File: src/rtl/dcache_ctrl.sv
// dcache_ctrl: sequencing controller for the 8-line x 4-word direct-mapped
// data cache. It resolves hits, runs line fills from the synchronous D-memory,
// and performs write-through with write-allocate. It also drives the
// pipeline stall handshake and keeps saturating hit/miss counters.
//
// Ports:
//   CLK, RST                  clock, asynchronous active-high reset
//   REQ_CSN/WEN/ADDR/BE/DI    pipeline request (held stable until RDY=1)
//   HIT                       tag match AND valid for REQ_ADDR (combinational)
//   MEM_CSN/WEN/ADDR/BE/DI    D-memory command, MEM_DOUT read data (1-cycle latency)
//   FILL_WE/WORD/DATA         data-array line-fill write port
//   TAG_WE                    tag/valid write at REQ_ADDR index
//   WR_WE                     data-array write of REQ_DI/REQ_BE on a write hit
//   RDY, VALID                stall / read-data-valid to the pipeline
//   HIT_CNT, MISS_CNT         saturating performance counters
module dcache_ctrl #(
  parameter int unsigned CNT_W  = 16,
  parameter int unsigned ADDR_W = 12
) (
  input  logic              CLK,
  input  logic              RST,
  input  logic              REQ_CSN,
  input  logic              REQ_WEN,
  input  logic [ADDR_W-1:0] REQ_ADDR,
  input  logic [3:0]        REQ_BE,
  input  logic [31:0]       REQ_DI,
  input  logic              HIT,
  output logic              MEM_CSN,
  output logic              MEM_WEN,
  output logic [ADDR_W-1:0] MEM_ADDR,
  output logic [3:0]        MEM_BE,
  output logic [31:0]       MEM_DI,
  input  logic [31:0]       MEM_DOUT,
  output logic              FILL_WE,
  output logic [1:0]        FILL_WORD,
  output logic [31:0]       FILL_DATA,
  output logic              TAG_WE,
  output logic              WR_WE,
  output logic              RDY,
  output logic              VALID,
  output logic [CNT_W-1:0]  HIT_CNT,
  output logic [CNT_W-1:0]  MISS_CNT
);

  typedef enum logic [2:0] {IDLE, WT, FILL, FILL_END, RESP} state_t;

  state_t              state, state_nxt;
  logic [1:0]          cnt;
  logic                l_wen;
  logic                l_hit;
  logic [ADDR_W-1:0]   l_addr;
  logic [3:0]          l_be;
  logic [31:0]         l_di;
  logic                accept;

  assign accept = (state == IDLE) && !REQ_CSN;

  always_ff @(posedge CLK or posedge RST) begin
    if (RST) begin
      state  <= IDLE;
      cnt    <= '0;
      l_wen  <= 1'b0;
      l_hit  <= 1'b0;
      l_addr <= '0;
      l_be   <= '0;
      l_di   <= '0;
    end else begin
      state <= state_nxt;
      // cnt is zero on FILL entry and steps once per FILL cycle
      if (state == FILL) cnt <= cnt + 2'd1;
      else               cnt <= '0;
      if (accept) begin
        l_wen  <= REQ_WEN;
        l_hit  <= HIT;
        l_addr <= REQ_ADDR;
        l_be   <= REQ_BE;
        l_di   <= REQ_DI;
      end
    end
  end

  always_ff @(posedge CLK or posedge RST) begin
    if (RST) begin
      HIT_CNT  <= '0;
      MISS_CNT <= '0;
    end else if (accept) begin
      if (HIT) begin
        if (HIT_CNT != '1) HIT_CNT <= HIT_CNT + 1'b1;
      end else begin
        if (MISS_CNT != '1) MISS_CNT <= MISS_CNT + 1'b1;
      end
    end
  end

  always_comb begin
    state_nxt = state;
    MEM_CSN   = 1'b1;
    MEM_WEN   = 1'b0;
    MEM_ADDR  = '0;
    MEM_BE    = '0;
    MEM_DI    = '0;
    FILL_WE   = 1'b0;
    FILL_WORD = '0;
    TAG_WE    = 1'b0;
    WR_WE     = 1'b0;
    RDY       = 1'b0;
    VALID     = 1'b0;
    case (state)
      IDLE: begin
        RDY = 1'b1;
        if (!REQ_CSN) begin
          if (REQ_WEN) begin
            RDY       = 1'b0;
            state_nxt = WT;
          end else if (HIT) begin
            VALID = 1'b1;
          end else begin
            RDY       = 1'b0;
            state_nxt = FILL;
          end
        end
      end
      WT: begin
        MEM_CSN  = 1'b0;
        MEM_WEN  = 1'b1;
        MEM_ADDR = l_addr;
        MEM_BE   = l_be;
        MEM_DI   = l_di;
        if (l_hit) begin
          WR_WE     = 1'b1;
          RDY       = 1'b1;
          state_nxt = IDLE;
        end else begin
          state_nxt = FILL;
        end
      end
      FILL: begin
        MEM_CSN  = 1'b0;
        MEM_BE   = 4'b1111;
        MEM_ADDR = {l_addr[ADDR_W-1:2], cnt};
        // memory data lags the address by one cycle, so word cnt-1 lands now
        if (cnt != 2'd0) begin
          FILL_WE   = 1'b1;
          FILL_WORD = cnt - 2'd1;
        end
        if (cnt == 2'd3) state_nxt = FILL_END;
      end
      FILL_END: begin
        FILL_WE   = 1'b1;
        FILL_WORD = 2'd3;
        TAG_WE    = 1'b1;
        state_nxt = RESP;
      end
      RESP: begin
        RDY       = 1'b1;
        VALID     = !l_wen;
        state_nxt = IDLE;
      end
      default: state_nxt = IDLE;
    endcase
  end

  assign FILL_DATA = FILL_WE ? MEM_DOUT : '0;

endmodule

File: config.mk
export PLATFORM = sky130hd
export DESIGN_NAME = dcache_ctrl
export DESIGN_NICKNAME = d
export VERILOG_FILES = /design/src/rtl/dcache_ctrl.sv
export SDC_FILE = /design/constraint.sdc
export NUM_CORES = 1
export LEC_CHECK = 0
export ABC_CLOCK_PERIOD_IN_PS = 5650
export CAP_MARGIN = 0
export CORE_ASPECT_RATIO = 0.8
export CORE_MARGIN = 10
export CORE_UTILIZATION = 44
export CTS_CLUSTER_DIAMETER = 60
export DETAILED_ROUTE_END_ITERATION = 8
export MAX_ROUTING_LAYER = met4
export PLACE_DENSITY = 0.86
export SKIP_LAST_GASP = 1
export SYNTH_ARGS = -nofsm -noshare
export SYNTH_HDL_FRONTEND = slang
export SYNTH_SLANG_ARGS = --single-unit
File: constraint.sdc
create_clock -name CLK -period 5.65 [get_ports CLK]
set_input_delay 0.8475 -clock CLK [delete_from_list [all_inputs] [get_ports CLK]]
set_output_delay 0.8475 -clock CLK [all_outputs]
set_load 0.02 [all_outputs]
==> reports/summary.txt <==
Yosys reg bits: 87
Post-Synth XOR/XNOR Area: 5.28%
fin worst setup slack: 1.58 ns
Hold-fix buffers, CTS: 0
min Tclk post-route: 4.07 ns
cell taking the most area after synthesis: dfrtp_1
Max Freq: 246 MHz
clk sinks: 87
die area: 0.0142 mm^2
fraction of registers with async set/reset: 100%
Remaining DRCs: 0
relative max-transition margin: 33.4%
part of the cycle the worst path needs: 72.0%
mux share of post-synthesis cell area: 0.522%
share of layout cells above drive strength 1: 5.39%
Num CTS Buffers: 9
Cell variety after synth: 41
Synth Area in Adders: 1.74%
routed length on met1: 5.74 mm
Cell Pwr Density: 464 mW/mm^2
Iter 0 DRT Violations: 329
final setup vio count: 0
Startpoint Class: input pin
Leak: 3.03 nW
placer congestion estimate: 0.922
Post-synth EDFFs: 0
CTS tree: done
largest family of logic cells by synthesized area: simple AND/OR/NAND/NOR gates
commonest non-fill, non-tap cell in the layout: clkdlybuf4s50_1
Crit Path Class: in2out
GRT Overall Usage: 19.2%
ranking of synthesized cells by area: dfrtp_1 (50%), nand2_1 (14%), and2_1 (11%)
final net count: 773
clock slew seen by the registers of the worst setup and hold paths: 0.06 ns
post-synthesis sequential area ratio: 50.4%
die height: 109 um
setup tns final: 0 ns
CTS H-tree depth: 3
Synth Area in Simple Gates: 34.9%
core area: 0.00961 mm^2
RSZ-0062 raised after global routing: false
antenna violations before repair: 0
CP Capture Type: output port
Clock Path Buffers: 2
worst skew pair latency: 0.32 ns
post-CTS resize count: 0
final clock skew: 0.00474 ns
I/O pins: 206
post-CTS setup buffer count: 0
vias in the first global route: 3933
top-area cell type share of the netlist area: 50.4%
ANT nets after route: 0
diode count: 0
max_cap viols: 0
DRT Pass-1 Iters: 4
cell count after synthesis: 485
Port-buffer cells: 205
VDD IR max: 0.000274 V
Mapped Nets: 576
final WL: 13.9 mm
Synth Area in Compound Gates: 4.32%
P&R area growth vs syn: 56.9%
DR vias: 3918
crit-path max FO: 53
met2 routed WL: 7.07 mm
root buffer cell: clkbuf_16
first-pass GRT wire length: 21.0 mm
DR WL met3: 993 um
most frequent cells in the layout: clkdlybuf4s50_1 (205), nand2_1 (157), dfrtp_1 (87)
Post-synth top flop: dfrtp_1
Hold Fails Final Rpt: 0
Starting Density: 44.9%
largest net degree at the start of global routing: 57
pre-CTS setup slack: 1.55 ns
Hold Crit Class: reg2reg
drt wl/cell: 17.2 um
status: complete, no violations
final-report max-slew violation count: 0
grt total ovfl: 0
Mapped Avg Cell Area: 8.90 um^2
worst slew pin tran: 0.999 ns
top routing layer in use: met4
Yosys Warn Count: 0
Worst EP required: 4.80 ns
Vias/cell: 4.86
DP Wirelength: 10.7 mm
Die Wd: 131 um
Syn Std Cell Area: 0.00432 mm^2
row count: 32
Crit path arrival time: 3.22 ns
-- layout make-up --
| type | instances | area, um^2 |
|---|---|---|
| fillers | 745 | 2840 |
| flip-flops and latches | 87 | 2180 |
| repair buffers | 209 | 2080 |
| multi-input cells | 366 | 2020 |
| clock buffers | 10 | 239 |
| well taps | 119 | 149 |
| clock inverters | 6 | 67.6 |
| inverters | 9 | 35.0 |
-- synthesized netlist by cell type (all sizes together) (4+ instances only) --
library cell  count
a21oi            14
and2             75
and3              5
buf               4
clkbuf           19
dfrtp            87
ha                6
inv               9
nand2           157
nand3             6
nand4            15
nor2             24
nor3              6
nor4              4
xnor2            19
xor2              7
-- where the power goes --
group / internal, mW / switching (mW)
clock network: 0.356 / 0.245
registers: 0.843 / 0.178
logic: 0.678 / 0.838
total: 1.88 / 1.26
-- cells by family (layout without fill, tap and decap cells) --
family | Yosys count | after routing
mux | 2 | 2
buf+inv | 32 | 234
xor+xnor | 26 | 26
simple gates | 306 | 306
fa+ha+maj | 6 | 6
compound gates | 26 | 26
flops | 87 | 87
-- flip-flops by register name, indices dropped and copies added (netlist names) --
signal,count
l_di,32
HIT_CNT,16
MISS_CNT,16
l_addr,12
l_be,4
state,3
cnt,2
l_hit,1
l_wen,1
-- critical path, cell delays in order --
cell	delay, ns
clkdlybuf4s50_1	0.47
nor4_4	0.15
buf_4	0.48
nand2_1	0.28
nor2_1	0.14
a21oi_1	0.05
nor3_1	0.15
clkdlybuf4s50_1	0.64
-- through the flow --
step	instances	hold slack (ns)	instance area, um^2	util [%]	power [mW]
after floorplan	485	0.437	4320	-	1.85
after detailed placement	790	0.454	6460	67.3	2.56
final	806	0.465	6770	70.5	3.14
after CTS	806	0.469	6770	70.5	3.18
after global placement	790	0.448	6460	67.3	2.50
after global routing	806	0.492	6770	70.5	3.35
-- per-layer routing --
layer	global-route usage (%)	up-vias
met5	-	-
met3	6.26	5
li1	-	1953
met1	23.7	1848
met4	2.85	0
met2	31.0	112
-- worst paths after layout --
kind | startpoint | slack (ns) | to | cells past startpoint
max | REQ_CSN | 1.58 | VALID | 8
max reg2reg | state[2] | 2.71 | MISS_CNT[1] | 4
min in group asynchronous | RST | 0.87 | MISS_CNT[3] | 2
min | l_di[0] | 0.46 | l_di[0] | 2
max in group asynchronous | RST | 3.69 | l_di[1] | 3
min reg2reg | l_di[0] | 0.46 | l_di[0] | 2
Power figures use the tool's default switching activity.
